## config.mk

```make
export PLATFORM = sky130hd
export DESIGN_NAME = adder_rr_arbiter_flat
export DESIGN_NICKNAME = d
export VERILOG_FILES = /design/src/rtl/adder_rr_arbiter_if.sv /design/src/rtl/adder_rr_arbiter.sv /design/src/flat_wrapper.sv
export SDC_FILE = /design/constraint.sdc
export NUM_CORES = 1
export LEC_CHECK = 0
export CAP_MARGIN = 0
export CORE_ASPECT_RATIO = 0.8
export CORE_MARGIN = 4
export CORE_UTILIZATION = 37
export DETAILED_ROUTE_END_ITERATION = 6
export PLACE_DENSITY = 0.77
export SETUP_SLACK_MARGIN = 0.1
export SLEW_MARGIN = 15
export SYNTH_ARGS = -nofsm -noshare
export SYNTH_HDL_FRONTEND = slang
export SYNTH_SLANG_ARGS = --single-unit
```

## constraint.sdc

```tcl
create_clock -name clk -period 4.23 [get_ports clk]
set_clock_uncertainty 0.05 [all_clocks]
set_input_delay 1.0575 -clock clk [delete_from_list [all_inputs] [get_ports clk]]
set_output_delay 1.0575 -clock clk [all_outputs]
set_load 0.05 [all_outputs]
```

## src/rtl/adder_rr_arbiter_if.sv

```systemverilog
`default_nettype none
// +----------------------------------------------------------------------------+
// | Module      : adder_rr_arbiter_if                                          |
// | Description : Bundle of request and response signals between the compute  |
// |               lanes, the shared-adder arbiter and the result consumer.     |
// | Revision    : 1.0 - initial release                                        |
// +----------------------------------------------------------------------------+
// Signals
//   req_valid  [N_REQ]        lane i has operands pending
//   req_ready  [N_REQ]        one-hot grant back to the lanes
//   req_a      [N_REQ*WIDTH]  operand a, lane i at [i*WIDTH +: WIDTH]
//   req_b      [N_REQ*WIDTH]  operand b, lane i at [i*WIDTH +: WIDTH]
//   rsp_valid  [1]            result register occupied
//   rsp_ready  [1]            consumer takes the result
//   rsp_id     [ID_W]         lane the result belongs to
//   rsp_sum    [WIDTH]        registered sum
//   grant_cnt  [32]           running count of accepted requests
// Modports
//   master : lanes plus consumer (drive requests and rsp_ready)
//   slave  : the arbiter itself
interface adder_rr_arbiter_if #(
  parameter int WIDTH = 32,
  parameter int N_REQ = 4
);
  localparam int ID_W = $clog2(N_REQ);

  logic [N_REQ-1:0]       req_valid;
  logic [N_REQ-1:0]       req_ready;
  logic [N_REQ*WIDTH-1:0] req_a;
  logic [N_REQ*WIDTH-1:0] req_b;
  logic                   rsp_valid;
  logic                   rsp_ready;
  logic [ID_W-1:0]        rsp_id;
  logic [WIDTH-1:0]       rsp_sum;
  logic [31:0]            grant_cnt;

  modport master (
    output req_valid, req_a, req_b, rsp_ready,
    input  req_ready, rsp_valid, rsp_id, rsp_sum, grant_cnt
  );

  modport slave (
    input  req_valid, req_a, req_b, rsp_ready,
    output req_ready, rsp_valid, rsp_id, rsp_sum, grant_cnt
  );
endinterface
`default_nettype wire

```

## src/rtl/adder_rr_arbiter.sv

```systemverilog
`default_nettype none
// +----------------------------------------------------------------------------+
// | Module      : adder_rr_arbiter                                             |
// | Description : Time-shares one WIDTH-bit adder among N_REQ requesters with  |
// |               round-robin arbitration. The sum lands in a single-entry     |
// |               output register with valid/ready backpressure and carries    |
// |               the id of the requester it belongs to.                       |
// | Revision    : 1.0 - initial release                                        |
// +----------------------------------------------------------------------------+
// Ports
//   clk    in   rising-edge clock
//   rst_n  in   synchronous active-low reset
//   bus    slave modport of adder_rr_arbiter_if (request lanes, response
//          register, accepted-request counter)
// Parameters
//   WIDTH  operand/sum width; carry out of the adder is discarded
//   N_REQ  number of requesters (>= 2)
module adder_rr_arbiter #(
  parameter int WIDTH = 32,
  parameter int N_REQ = 4
) (
  input  wire logic          clk,
  input  wire logic          rst_n,
  adder_rr_arbiter_if.slave  bus
);

  localparam int ID_W = $clog2(N_REQ);
  localparam logic [ID_W-1:0] C_LAST_ID = ID_W'(N_REQ - 1);

  // Registered state
  logic             rsp_valid_q, rsp_valid_d;
  logic [ID_W-1:0]  rsp_id_q,    rsp_id_d;
  logic [WIDTH-1:0] rsp_sum_q,   rsp_sum_d;
  logic [ID_W-1:0]  rr_ptr_q,    rr_ptr_d;
  logic [31:0]      grant_cnt_q, grant_cnt_d;

  // Arbitration results
  logic             w_found;
  logic [ID_W-1:0]  w_grant_idx;
  logic             w_can_load;
  logic             w_grant;
  logic [WIDTH-1:0] w_a_sel;
  logic [WIDTH-1:0] w_b_sel;
  logic [WIDTH-1:0] w_sum;

  // The output register can accept a new result when it is empty or is being
  // drained this very cycle; the latter gives one result per cycle.
  assign w_can_load = !rsp_valid_q || bus.rsp_ready;

  // Rotating priority scan starting at rr_ptr. The index wraps by subtraction
  // so non-power-of-two N_REQ works without a modulo operator.
  always_comb begin
    w_found     = 1'b0;
    w_grant_idx = '0;
    for (int k = 0; k < N_REQ; k++) begin
      int idx;
      idx = int'(rr_ptr_q) + k;
      if (idx >= N_REQ) begin
        idx = idx - N_REQ;
      end
      if (!w_found && bus.req_valid[idx]) begin
        w_found     = 1'b1;
        w_grant_idx = ID_W'(idx);
      end
    end
  end

  // Reset gates the grant so nothing is accepted in a reset cycle.
  assign w_grant = w_found && w_can_load && rst_n;

  // One-hot grant vector.
  always_comb begin
    bus.req_ready = '0;
    if (w_grant) begin
      bus.req_ready[w_grant_idx] = 1'b1;
    end
  end

  // Shared adder: operand mux followed by a single WIDTH-bit add.
  assign w_a_sel = bus.req_a[int'(w_grant_idx)*WIDTH +: WIDTH];
  assign w_b_sel = bus.req_b[int'(w_grant_idx)*WIDTH +: WIDTH];
  assign w_sum   = w_a_sel + w_b_sel;

  // Next-state logic.
  always_comb begin
    rsp_valid_d = rsp_valid_q;
    rsp_id_d    = rsp_id_q;
    rsp_sum_d   = rsp_sum_q;
    rr_ptr_d    = rr_ptr_q;
    grant_cnt_d = grant_cnt_q;

    if (w_grant) begin
      rsp_valid_d = 1'b1;
      rsp_id_d    = w_grant_idx;
      rsp_sum_d   = w_sum;
      rr_ptr_d    = (w_grant_idx == C_LAST_ID) ? '0 : w_grant_idx + ID_W'(1);
      grant_cnt_d = grant_cnt_q + 32'd1;
    end else if (bus.rsp_ready) begin
      // Drain without refill: payload holds its last value.
      rsp_valid_d = 1'b0;
    end
  end

  always_ff @(posedge clk) begin
    if (!rst_n) begin
      rsp_valid_q <= 1'b0;
      rsp_id_q    <= '0;
      rsp_sum_q   <= '0;
      rr_ptr_q    <= '0;
      grant_cnt_q <= '0;
    end else begin
      rsp_valid_q <= rsp_valid_d;
      rsp_id_q    <= rsp_id_d;
      rsp_sum_q   <= rsp_sum_d;
      rr_ptr_q    <= rr_ptr_d;
      grant_cnt_q <= grant_cnt_d;
    end
  end

  assign bus.rsp_valid = rsp_valid_q;
  assign bus.rsp_id    = rsp_id_q;
  assign bus.rsp_sum   = rsp_sum_q;
  assign bus.grant_cnt = grant_cnt_q;

endmodule
`default_nettype wire

```

## src/flat_wrapper.sv

```systemverilog
// flat-port wrapper written by rule: the top's interface ports become plain ports
module adder_rr_arbiter_flat 
#(
  parameter int WIDTH = 32,
  parameter int N_REQ = 4
)
  (clk, rst_n, bus_req_valid, bus_req_a, bus_req_b, bus_rsp_ready, bus_req_ready, bus_rsp_valid, bus_rsp_id, bus_rsp_sum, bus_grant_cnt);
  adder_rr_arbiter_if #(.WIDTH(WIDTH), .N_REQ(N_REQ)) bus_i ();
  input  wire logic clk;
  input  wire logic rst_n;
  input wire logic [$bits(bus_i.req_valid)-1:0] bus_req_valid;
  input wire logic [$bits(bus_i.req_a)-1:0] bus_req_a;
  input wire logic [$bits(bus_i.req_b)-1:0] bus_req_b;
  input wire logic [$bits(bus_i.rsp_ready)-1:0] bus_rsp_ready;
  output wire logic [$bits(bus_i.req_ready)-1:0] bus_req_ready;
  output wire logic [$bits(bus_i.rsp_valid)-1:0] bus_rsp_valid;
  output wire logic [$bits(bus_i.rsp_id)-1:0] bus_rsp_id;
  output wire logic [$bits(bus_i.rsp_sum)-1:0] bus_rsp_sum;
  output wire logic [$bits(bus_i.grant_cnt)-1:0] bus_grant_cnt;
  assign bus_i.req_valid = bus_req_valid;
  assign bus_i.req_a = bus_req_a;
  assign bus_i.req_b = bus_req_b;
  assign bus_i.rsp_ready = bus_rsp_ready;
  assign bus_req_ready = bus_i.req_ready;
  assign bus_rsp_valid = bus_i.rsp_valid;
  assign bus_rsp_id = bus_i.rsp_id;
  assign bus_rsp_sum = bus_i.rsp_sum;
  assign bus_grant_cnt = bus_i.grant_cnt;
  adder_rr_arbiter #(.WIDTH(WIDTH), .N_REQ(N_REQ)) u_core (.clk(clk), .rst_n(rst_n), .bus(bus_i));
endmodule
```

-- Word-level counts from Yosys, hierarchy flattened
Index checks and enable logic that the tools add are counted.
- memory bits (writable): 0
- memories kept: 0
- register bits: 69
- output and inout port bits: 71
- bits in read-only memories: 0
- bits in latches: 0
- logic and storage cells: 70
- order comparisons: 10
- add/subtract/negate cells: 10
- shift-type cells: 2
- bitwise operators: 0
- divide/modulo/power cells: 0
- reductions and logical operators: 12
- eq/ne operators: 1
- multipliers: 0
- muxes and demuxes: 30
- operators with widths (kind ; count):
    $shiftx A128 B8 Y32 ; 2
    $lt A32 B4 Y1 const B ; 4
    $mux W32 ; 4
    $ge A32 B4 Y1 const B ; 3
    $sub A32 B4 Y32 const B ; 3
    $add A32 B1 Y32 const B ; 1
    $add A32 B32 Y32 ; 1
    $mux W1 ; 15
    $mux W2 ; 5
    $bmux W1 S2 ; 4
    $add A2 B2 Y3 const B ; 2
    $logic_and A1 B1 Y1 ; 6
    $logic_not A1 Y1 ; 4
    $mux W4 ; 1
    $sub A2 B3 Y4 const B ; 1
    $add A2 B1 Y3 const B ; 1
    $ge A2 B3 Y1 const B ; 1
    $lt A2 B3 Y1 const B ; 1
    $add A2 B1 Y2 const B ; 1
    $demux W1 S2 ; 1
    $eq A2 B2 Y1 const B ; 1
    $ge A2 B1 Y1 const B ; 1
    $reduce_bool A2 Y1 ; 1
    $logic_or A1 B1 Y1 ; 1

-- Longest topological paths before layout
Gate-level depths: netlist (run 1).
- depth in word-level cells: 20
- gate-level depth with buffers: 19
- gate-level depth less buffers: 18

-- Worst setup path before layout (run 1)
OpenSTA, ideal clock, no wires.
- path type: input to register
- from: input port bus_req_valid[0]
- to: register u_core.rsp_sum_q[30] (netlist: u_core.bus.rsp_sum[30])
- path buffers: 3
- required time: 4047 ps
- cell stages on the path: 18
- setup time: 133 ps
- arrival time: 4322 ps
- slack: -275 ps
- path through: nor2b_1 a21oi_1 nor2_1 a211o_1 buf_2 clkbuf_1 buf_1 nand2_1 a31oi_1 fa_1 a21o_1 a31o_2 a41oi_2 o41ai_2 a21bo_1 o41a_1 nor2_1 a311oi_1
- longest elaborated chain between the ends: 15
- ends and longest elaborated chain (element ; RTL line ; text):
    start: declaration ; flat_wrapper.sv:11 ; input wire logic [$bits(bus_i.req_valid)-1:0] bus_req_valid;
    $bmux W1 S2 ; adder_rr_arbiter.sv:61 ; if (!w_found && bus.req_valid[idx]) begin
    $mux W1 (implied by the code) (2 in series) ; adder_rr_arbiter.sv:61 ;
    $mux W1 ; adder_rr_arbiter.sv:61 ;
    $logic_not A1 Y1 ; adder_rr_arbiter.sv:61 ;
    $logic_and A1 B1 Y1 ; adder_rr_arbiter.sv:61 ;
    $mux W1 ; adder_rr_arbiter.sv:61 ;
    $logic_not A1 Y1 ; adder_rr_arbiter.sv:61 ;
    $logic_and A1 B1 Y1 ; adder_rr_arbiter.sv:61 ;
    $mux W1 ; adder_rr_arbiter.sv:61 ;
    $logic_not A1 Y1 ; adder_rr_arbiter.sv:61 ;
    $logic_and A1 B1 Y1 ; adder_rr_arbiter.sv:61 ;
    $mux W2 or $mux W1 (tied branches) ; adder_rr_arbiter.sv:61 ;
    $shiftx A128 B8 Y32 (tied with other cells) ; adder_rr_arbiter.sv:80 ; assign w_a_sel = bus.req_a[int'(w_grant_idx)*WIDTH +: WIDTH];
    $add A32 B32 Y32 or $logic_and A1 B1 Y1 (tied branches) ; adder_rr_arbiter.sv:82, adder_rr_arbiter.sv:69 ;
    end signal: assignment ; adder_rr_arbiter.sv:114 ; rsp_sum_q <= rsp_sum_d;
    end: declaration ; adder_rr_arbiter.sv:33 ; logic [WIDTH-1:0] rsp_sum_q, rsp_sum_d;
Parallel ways exist; a longest one is shown, timed or not. The select of a mux whose other input is x is not followed.
A chain may end at the register's enable or synchronous reset.

-- Worst setup path in the final report (run 1)
Same ends and word-level chain as after synthesis.

==> key figures, run 1 <==
Power and ir drop
  – Sequential share of power: approximately an eighth
  – Pleak: roughly 5.4 nW
  – P_sw: just over 0.003 W
  – Sw Share: between 40% and 50%
  – Gate power share: 74.9%
  – Power density cells: between 500 and 600 nW/um^2
  – Worst VDD drop: roughly 0.27 mV
  – P_int: around 0.0038 W
  – Clk network pwr share: 12.3%

Timing
  – Fin crit period: 4332 ps
  – Worst hold slack: between 400 and 500 ps
  – Final hold vios: 0
  – RSZ-0062 raised after global routing: true
  – Setup WS post-layout: -101.8 ps
  – Final period util: 102.4%
  – Worst slew pin tran: approximately 740 ps
  – Final setup fails: 8
  – Final Max Slew Viols: 0
  – Worst slew margin: between 50% and 60%
  – Setup TNS: -479.9 ps
  – Max Clk Rate: roughly 0.23 GHz

CTS
  – Worst skew pair latency: roughly 340 ps
  – Clk pin slew, worst setup/hold paths: 60 ps
  – CTS hold repair buffers: 0
  – CTS tree: yes
  – CTS Sinks: slightly below 70
  – Total CTS buffers: 9
  – Clock Tree Root: clkbuf_16
  – H-tree levels: 3
  – Clock Path Buffers: 2

Global route
  – Total track usage: between 20 and 30%
  – Initial antenna violation count: 2
  – Total grt overflow: 0
  – Vias in the first global route: between 8000 and 9000
  – First-pass GRT wire length: about 45 mm
  – Pin count of the biggest net entering global routing: 40

Hold path
  – HP Start: u_core.bus.rsp_sum[7]$_SDFFE_PN0P_
  – Hold path endpoint: u_core.bus.rsp_sum[7]$_SDFFE_PN0P_
  – Worst Hold Path Cells: 2
  – Hold Path Class: flop to flop

Setup path
  – Crit-path max FO: 6
  – Reg2reg end: u_core.bus.rsp_sum[30]$_SDFFE_PN0P_
  – Critical Setup Path Class: input port to flop
  – CP startpoint kind: input port
  – CP arrival: about 4500 ps
  – FF-to-FF setup slack: roughly 320 ps
  – Crit. End Element: flop
  – Required @ worst endpoint: between 4000 and 5000 ps
  – Worst R2R Start: u_core.rr_ptr_q[0]$_SDFFE_PN0P_
  – Reg2Reg Depth: 20

Floorplanning
  – Rows: 42
  – Core area: 16550 um^2
  – Die width: 153.2 um
  – Starting Density: between 30 and 40%
  – Num ports: 334
  – Die area: 19020 um^2
  – Die height: approximately 120 um

Finish
  – Area growth from synthesis to layout: 102.7%
  – Commonest non-fill, non-tap cell in the layout: clkdlybuf4s50_1
  – Post-layout nets: about 1700
  – Share of cells above drive strength 1: 23.23%
  – FILL cells: around 1200
  – Commonest non-fill, non-tap cells in the layout: clkdlybuf4s50_1, nand2_1, buf_4

Synthesis
  – Post-synth EDFFs: 0
  – Netlist cell types: 56
  – Asr flop ratio synth: 0%
  – Synth Flop Type: dfxtp_1
  – Mapped Area: about 6200 um^2
  – Seq/Total Area, Yosys: approximately 22%
  – Avg Synthesized Cell Area: roughly 6.5 um^2
  – Synth warn: 0
  – Flop and latch count out of synthesis: slightly below 70
  – Syn nets: approximately 1300
  – Syn Inst Count: 960

Detailed routing
  – DRC violations left: 0
  – Detailed Route Iter0 Violations: between 600 and 700
  – Drt first pass iters: 7
  – Vias post-DR: between 9000 and 10000
  – Detailed Route WL: roughly 32 mm
  – Routed WL per cell: 19.41 um
  – Via-per-instance ratio: ~5.5
  – Antenna viol nets, final: 0

Placement
  – Estimated wirelength of the detail-placed design: 23.11 mm
  – Routability congestion estimate: just over 1
  – Dpl ws: -926.9 ps
  – Port-buffer cells: ~330

Status
  – Failing checks: negative setup slack
  – Status: finished with violations

Run
  – # Max-Cap Violations: 0
worst max-delay path by stage:
stage	start	to	slack [ps]	cells past startpoint
after floorplan	bus_req_valid[0]	u_core.bus.rsp_sum[30]$_SDFFE_PN0P_	8	19
after global placement	bus_req_valid[0]	u_core.bus.rsp_sum[29]$_SDFFE_PN0P_	-870	21
final	bus_req_valid[0]	u_core.bus.rsp_sum[30]$_SDFFE_PN0P_	-100	21
after global routing	bus_req_valid[0]	u_core.bus.rsp_sum[30]$_SDFFE_PN0P_	-180	21
after CTS	bus_req_valid[0]	u_core.bus.rsp_sum[30]$_SDFFE_PN0P_	-130	21
after detailed placement	bus_req_valid[0]	u_core.bus.rsp_sum[30]$_SDFFE_PN0P_	-930	21
worst max-delay path, cell delays in order:
cell	delay, ps
buf_6	100
nor2b_4	120
a21oi_2	100
nor2_1	60
a211o_4	370
clkinv_8	110
buf_8	130
buf_12	110
buf_16	100
nand2_1	50
and3_4	180
a31oi_2	210
ha_2	340
buf_6	130
a31o_4	230
a41oi_4	200
o41ai_4	120
a21bo_2	250
o41a_1	350
nor2_1	120
a311oi_1	60
power groups by stage:
stage | combinational, W | sequential (W) | clock, W
floorplan | 0.00175 | 0.00137 | 0
global placement | 0.00389 | 0.000894 | 0
detailed placement | 0.00391 | 0.000901 | 0
CTS | 0.00443 | 0.000888 | 0.000862
global route | 0.00548 | 0.000908 | 0.000884
finish | 0.00520 | 0.000891 | 0.000855
metal layers:
layer / track usage [%] / vias to the layer above / wire length, um
met1: 36.83 / 4282 / 12920
met2: 51.90 / 429 / 15500
met4: 9.738 / 0 / 1323
met5: 0 / - / 0
met3: 5.419 / 91 / 2313
li1: - / 4283 / -
metrics by stage:
step / cells / area [um^2] / total power [W] / utilization, %
4_1_cts: 1618 / 11750 / 0.006176 / 70.96
2_1_floorplan: 960 / 6316 / 0.003120 / -
3_5_place_dp: 1569 / 10690 / 0.004811 / 64.59
3_3_place_gp: 1569 / 10690 / 0.004782 / 64.59
6_report: 1651 / 12650 / 0.006944 / 76.42
5_1_grt: 1651 / 12650 / 0.007274 / 76.42
registers in the layout (all words and copies together), names as in the netlist:
signal	flops
u_core.rr_ptr_q	2
u_core.bus.rsp_sum	32
u_core.bus.rsp_id	2
u_core.bus.rsp_valid	1
u_core.bus.grant_cnt	32
layout make-up:
| class | count | area, um^2 | share of cell area (%) |
|---|---|---|---|
| clock inverter | 7 | 105.1 | 0.8309 |
| timing repair buffer | 510 | 5142 | 40.65 |
| multi-input combinational | 815 | 5431 | 42.94 |
| antenna | 2 | 5.005 | 0.03956 |
| tap | 220 | 275.3 | 2.176 |
| clock buffer | 9 | 225.2 | 1.780 |
| sequential | 69 | 1381 | 10.92 |
| inverter | 19 | 83.83 | 0.6627 |
logic make-up after synthesis:
logic type / Yosys count / synth area share, %
xor+xnor: 48 / 6.736
simple gates: 517 / 37.21
flops: 69 / 22.13
buf+inv: 76 / 4.671
compound gates: 206 / 20.59
fa+ha+maj: 37 / 7.538
mux: 7 / 1.123
cells in the mapped netlist (5+ instances only):
cell,number,area share (%)
or3_1,11,1.1
a31oi_1,68,6.8
xnor2_1,26,3.6
a21o_1,10,1.2
and2_1,6,0.60
a21oi_1,59,4.7
o21ai_0,27,2.2
inv_1,17,1.0
nand2_1,318,19
nand4_1,11,1.1
ha_1,36,7.2
buf_1,9,0.54
nor3_1,5,0.40
xor2_1,22,3.1
a211oi_1,6,0.72
nor2_1,48,2.9
clkbuf_1,45,2.7
mux2i_1,7,1.1
and3_1,75,7.5
o211ai_1,7,0.84
dfxtp_1,69,22
nand3_1,22,1.8
what timing repair did:
action / in CTS / in global routing
cloned: 6 / 3
pin swaps: 45 / 80
hold endpoints to repair: 0 / 0
resized for setup: 88 / 123
setup buffers: 27 / 30
endpoints found under the setup margin: 29 / 25
(Power assumes the default switching activity.)
==> run 2: changes to the inputs <==
GPL_ROUTABILITY_DRIVEN = 0   (was not set)
==> key figures, run 2 (synthesis gave the netlist of run 1 again) <==
Finish
  – Share of cells above drive strength 1: approximately 20%
  – Area growth from synthesis to layout: 95.55%
  – Commonest non-fill, non-tap cells in the layout: clkdlybuf4s50_1, nand2_1, buf_4
  – Commonest non-fill, non-tap cell in the layout: clkdlybuf4s50_1
  – Post-route cell area: 12200 um^2
  – Post-layout nets: about 1700
  – Non-Filler Instances: between 1500 and 2000

Timing
  – RSZ-0062 raised after global routing: true
  – Setup WS post-layout: -205.9 ps
  – Final hold vios: 0
  – Final setup fails: 12
  – Max Clk Rate: roughly 0.23 GHz
  – Worst slew margin: between 50% and 60%
  – Worst slew pin tran: 696.9 ps
  – Final Max Slew Viols: 0
  – Final period util: 104.9%
  – Worst hold slack: approximately 400 ps
  – Fin crit period: ~4400 ps

Power and ir drop
  – Power density cells: ~530 nW/um^2
  – Sequential share of power: 13.7%
  – P_int: 0.003557 W
  – Clk network pwr share: between 10% and 20%
  – Sw Share: between 40% and 50%
  – Pleak: around 5.2 nW
  – P_sw: 0.002897 W
  – Worst VDD drop: 0.2543 mV
  – Gate power share: about 74%

Floorplanning
  – Die width: 153.2 um
  – Starting Density: 37.70%
  – Die area: ~19000 um^2
  – Rows: 42
  – Core area: roughly 17000 um^2
  – Num ports: ~330
  – Die height: 124.2 um

Global route
  – Vias in the first global route: about 8600
  – Pin count of the biggest net entering global routing: 47
  – Total grt overflow: 0
  – Initial antenna violation count: 3
  – First-pass GRT wire length: between 40 and 50 mm
  – Total track usage: between 20 and 30%

Setup path
  – Required @ worst endpoint: between 4000 and 5000 ps
  – Critical Setup Path Class: input port to flop
  – CP startpoint kind: input port
  – Crit. End Element: flop
  – CP arrival: roughly 4600 ps
  – Crit-path max FO: 8

Status
  – Failing checks: negative setup slack
  – Status: finished with violations

CTS
  – Worst skew pair latency: around 330 ps
  – H-tree levels: 3
  – CTS hold repair buffers: 0
  – Clock Tree Root: clkbuf_16
  – Total CTS buffers: 9
  – Clock Path Buffers: 2
  – CTS tree: yes
  – Clk pin slew, worst setup/hold paths: around 60 ps
  – CTS Sinks: between 60 and 70

Detailed routing
  – Drt first pass iters: 6
  – Detailed Route Iter0 Violations: between 700 and 800
  – Antenna viol nets, final: 0
  – DRC violations left: 0
  – Vias post-DR: 8953
  – Detailed Route WL: between 30 and 40 mm
  – Routed WL per cell: ~19 um
  – Via-per-instance ratio: between 5 and 6

Placement
  – Placement-stage cell area: between 10000 and 15000 um^2
  – Port-buffer cells: 333
  – Estimated wirelength of the detail-placed design: 22.87 mm
  – Placed Cells: approximately 1600
  – Dpl ws: -847.2 ps

Run
  – # Max-Cap Violations: 0

Hold path
  – Hold Path Class: flop to flop
## run 2: cell types whose count changed in the layout (fill, tap and decap cells not counted), moves of 4 or more
| cell | previous run | this run |
|---|---|---|
| buf_6 | 20 | 9 |
| a31oi_1 | 40 | 50 |
| a31oi_2 | 16 | 8 |
| a21oi_2 | 15 | 9 |
| and3_1 | 62 | 68 |
| and3_4 | 13 | 7 |
| buf_4 | 131 | 125 |
| a21oi_1 | 42 | 47 |
| ha_1 | 25 | 29 |
| ha_4 | 8 | 4 |
| nand2_4 | 5 | 1 |
| o21ai_0 | 16 | 20 |
## run 2: per-stage QoR
| step | setup TNS [ps] | utilization (%) | total power [W] |
|---|---|---|---|
| final | -1100 | 73.73 | 0.006454 |
| after global routing | -3258 | 73.73 | 0.006793 |
| after CTS | -140.5 | 70.61 | 0.005990 |
| after detailed placement | -15440 | 65.04 | 0.004818 |
| after global placement | -14140 | 65.04 | 0.004776 |
| after floorplan | 0 | - | 0.003120 |
## run 2: area by class of cell
cell class / count / area (um^2)
well taps: 220 / 275.3
fillers: 1261 / 4349
clock buffers: 11 / 252.7
repair buffers: 493 / 4977
multi-input cells: 815 / 5167
flip-flops and latches: 69 / 1381
diodes: 3 / 7.507
clock inverters: 5 / 58.81
inverters: 19 / 83.83
## run 2: timing repair
action,in CTS,in global routing
pin swaps,43,48
setup endpoints to repair,29,23
gates cloned,5,3
setup buffers,22,12
gates resized for setup,70,76
## run 2: power groups by stage
stage          Combinational, W  Sequential (W)  Clock (W)
2_1_floorplan           0.00175         0.00137          0
3_3_place_gp            0.00388        0.000891          0
3_5_place_dp            0.00393        0.000891          0
4_1_cts                 0.00432        0.000880   0.000792
5_1_grt                 0.00507        0.000899   0.000820
6_report                0.00479        0.000881   0.000779
## run 2: critical path, cell delays in order
cell	delay (ps)
buf_8	100
nor2b_4	120
a21oi_2	120
nor2_2	60
a211o_4	410
buf_12	160
buf_16	130
buf_4	130
nand2_1	80
and3_4	200
a31oi_1	60
ha_1	410
nand2_2	100
nor2_4	160
a41oi_4	150
o41ai_4	470
a21bo_1	210
buf_6	120
buf_4	100
a311oi_2	40
a31o_2	230
## run 2: routing by layer
layer | up-vias | wire length [um] | track usage [%] | share of wire, %
met5 | - | 0 | 0 | 0
li1 | 4244 | - | - | -
met3 | 76 | 2500 | 5.801 | 8.1
met2 | 469 | 14940 | 51.51 | 49
met4 | 0 | 1054 | 9.516 | 3.4
met1 | 4164 | 12230 | 36.50 | 40
## run 2: worst paths after layout
kind	start	endpoint	slack, ps	depth (start not counted)
worst max-delay path	bus_req_valid[0]	u_core.bus.rsp_sum[26]$_SDFFE_PN0P_	-210	21
worst min-delay path	u_core.bus.rsp_sum[8]$_SDFFE_PN0P_	u_core.bus.rsp_sum[8]$_SDFFE_PN0P_	400	2
worst max register to register	u_core.rr_ptr_q[0]$_SDFFE_PN0P_	u_core.bus.rsp_sum[26]$_SDFFE_PN0P_	240	20
worst min register to register	u_core.bus.rsp_sum[8]$_SDFFE_PN0P_	u_core.bus.rsp_sum[8]$_SDFFE_PN0P_	400	2
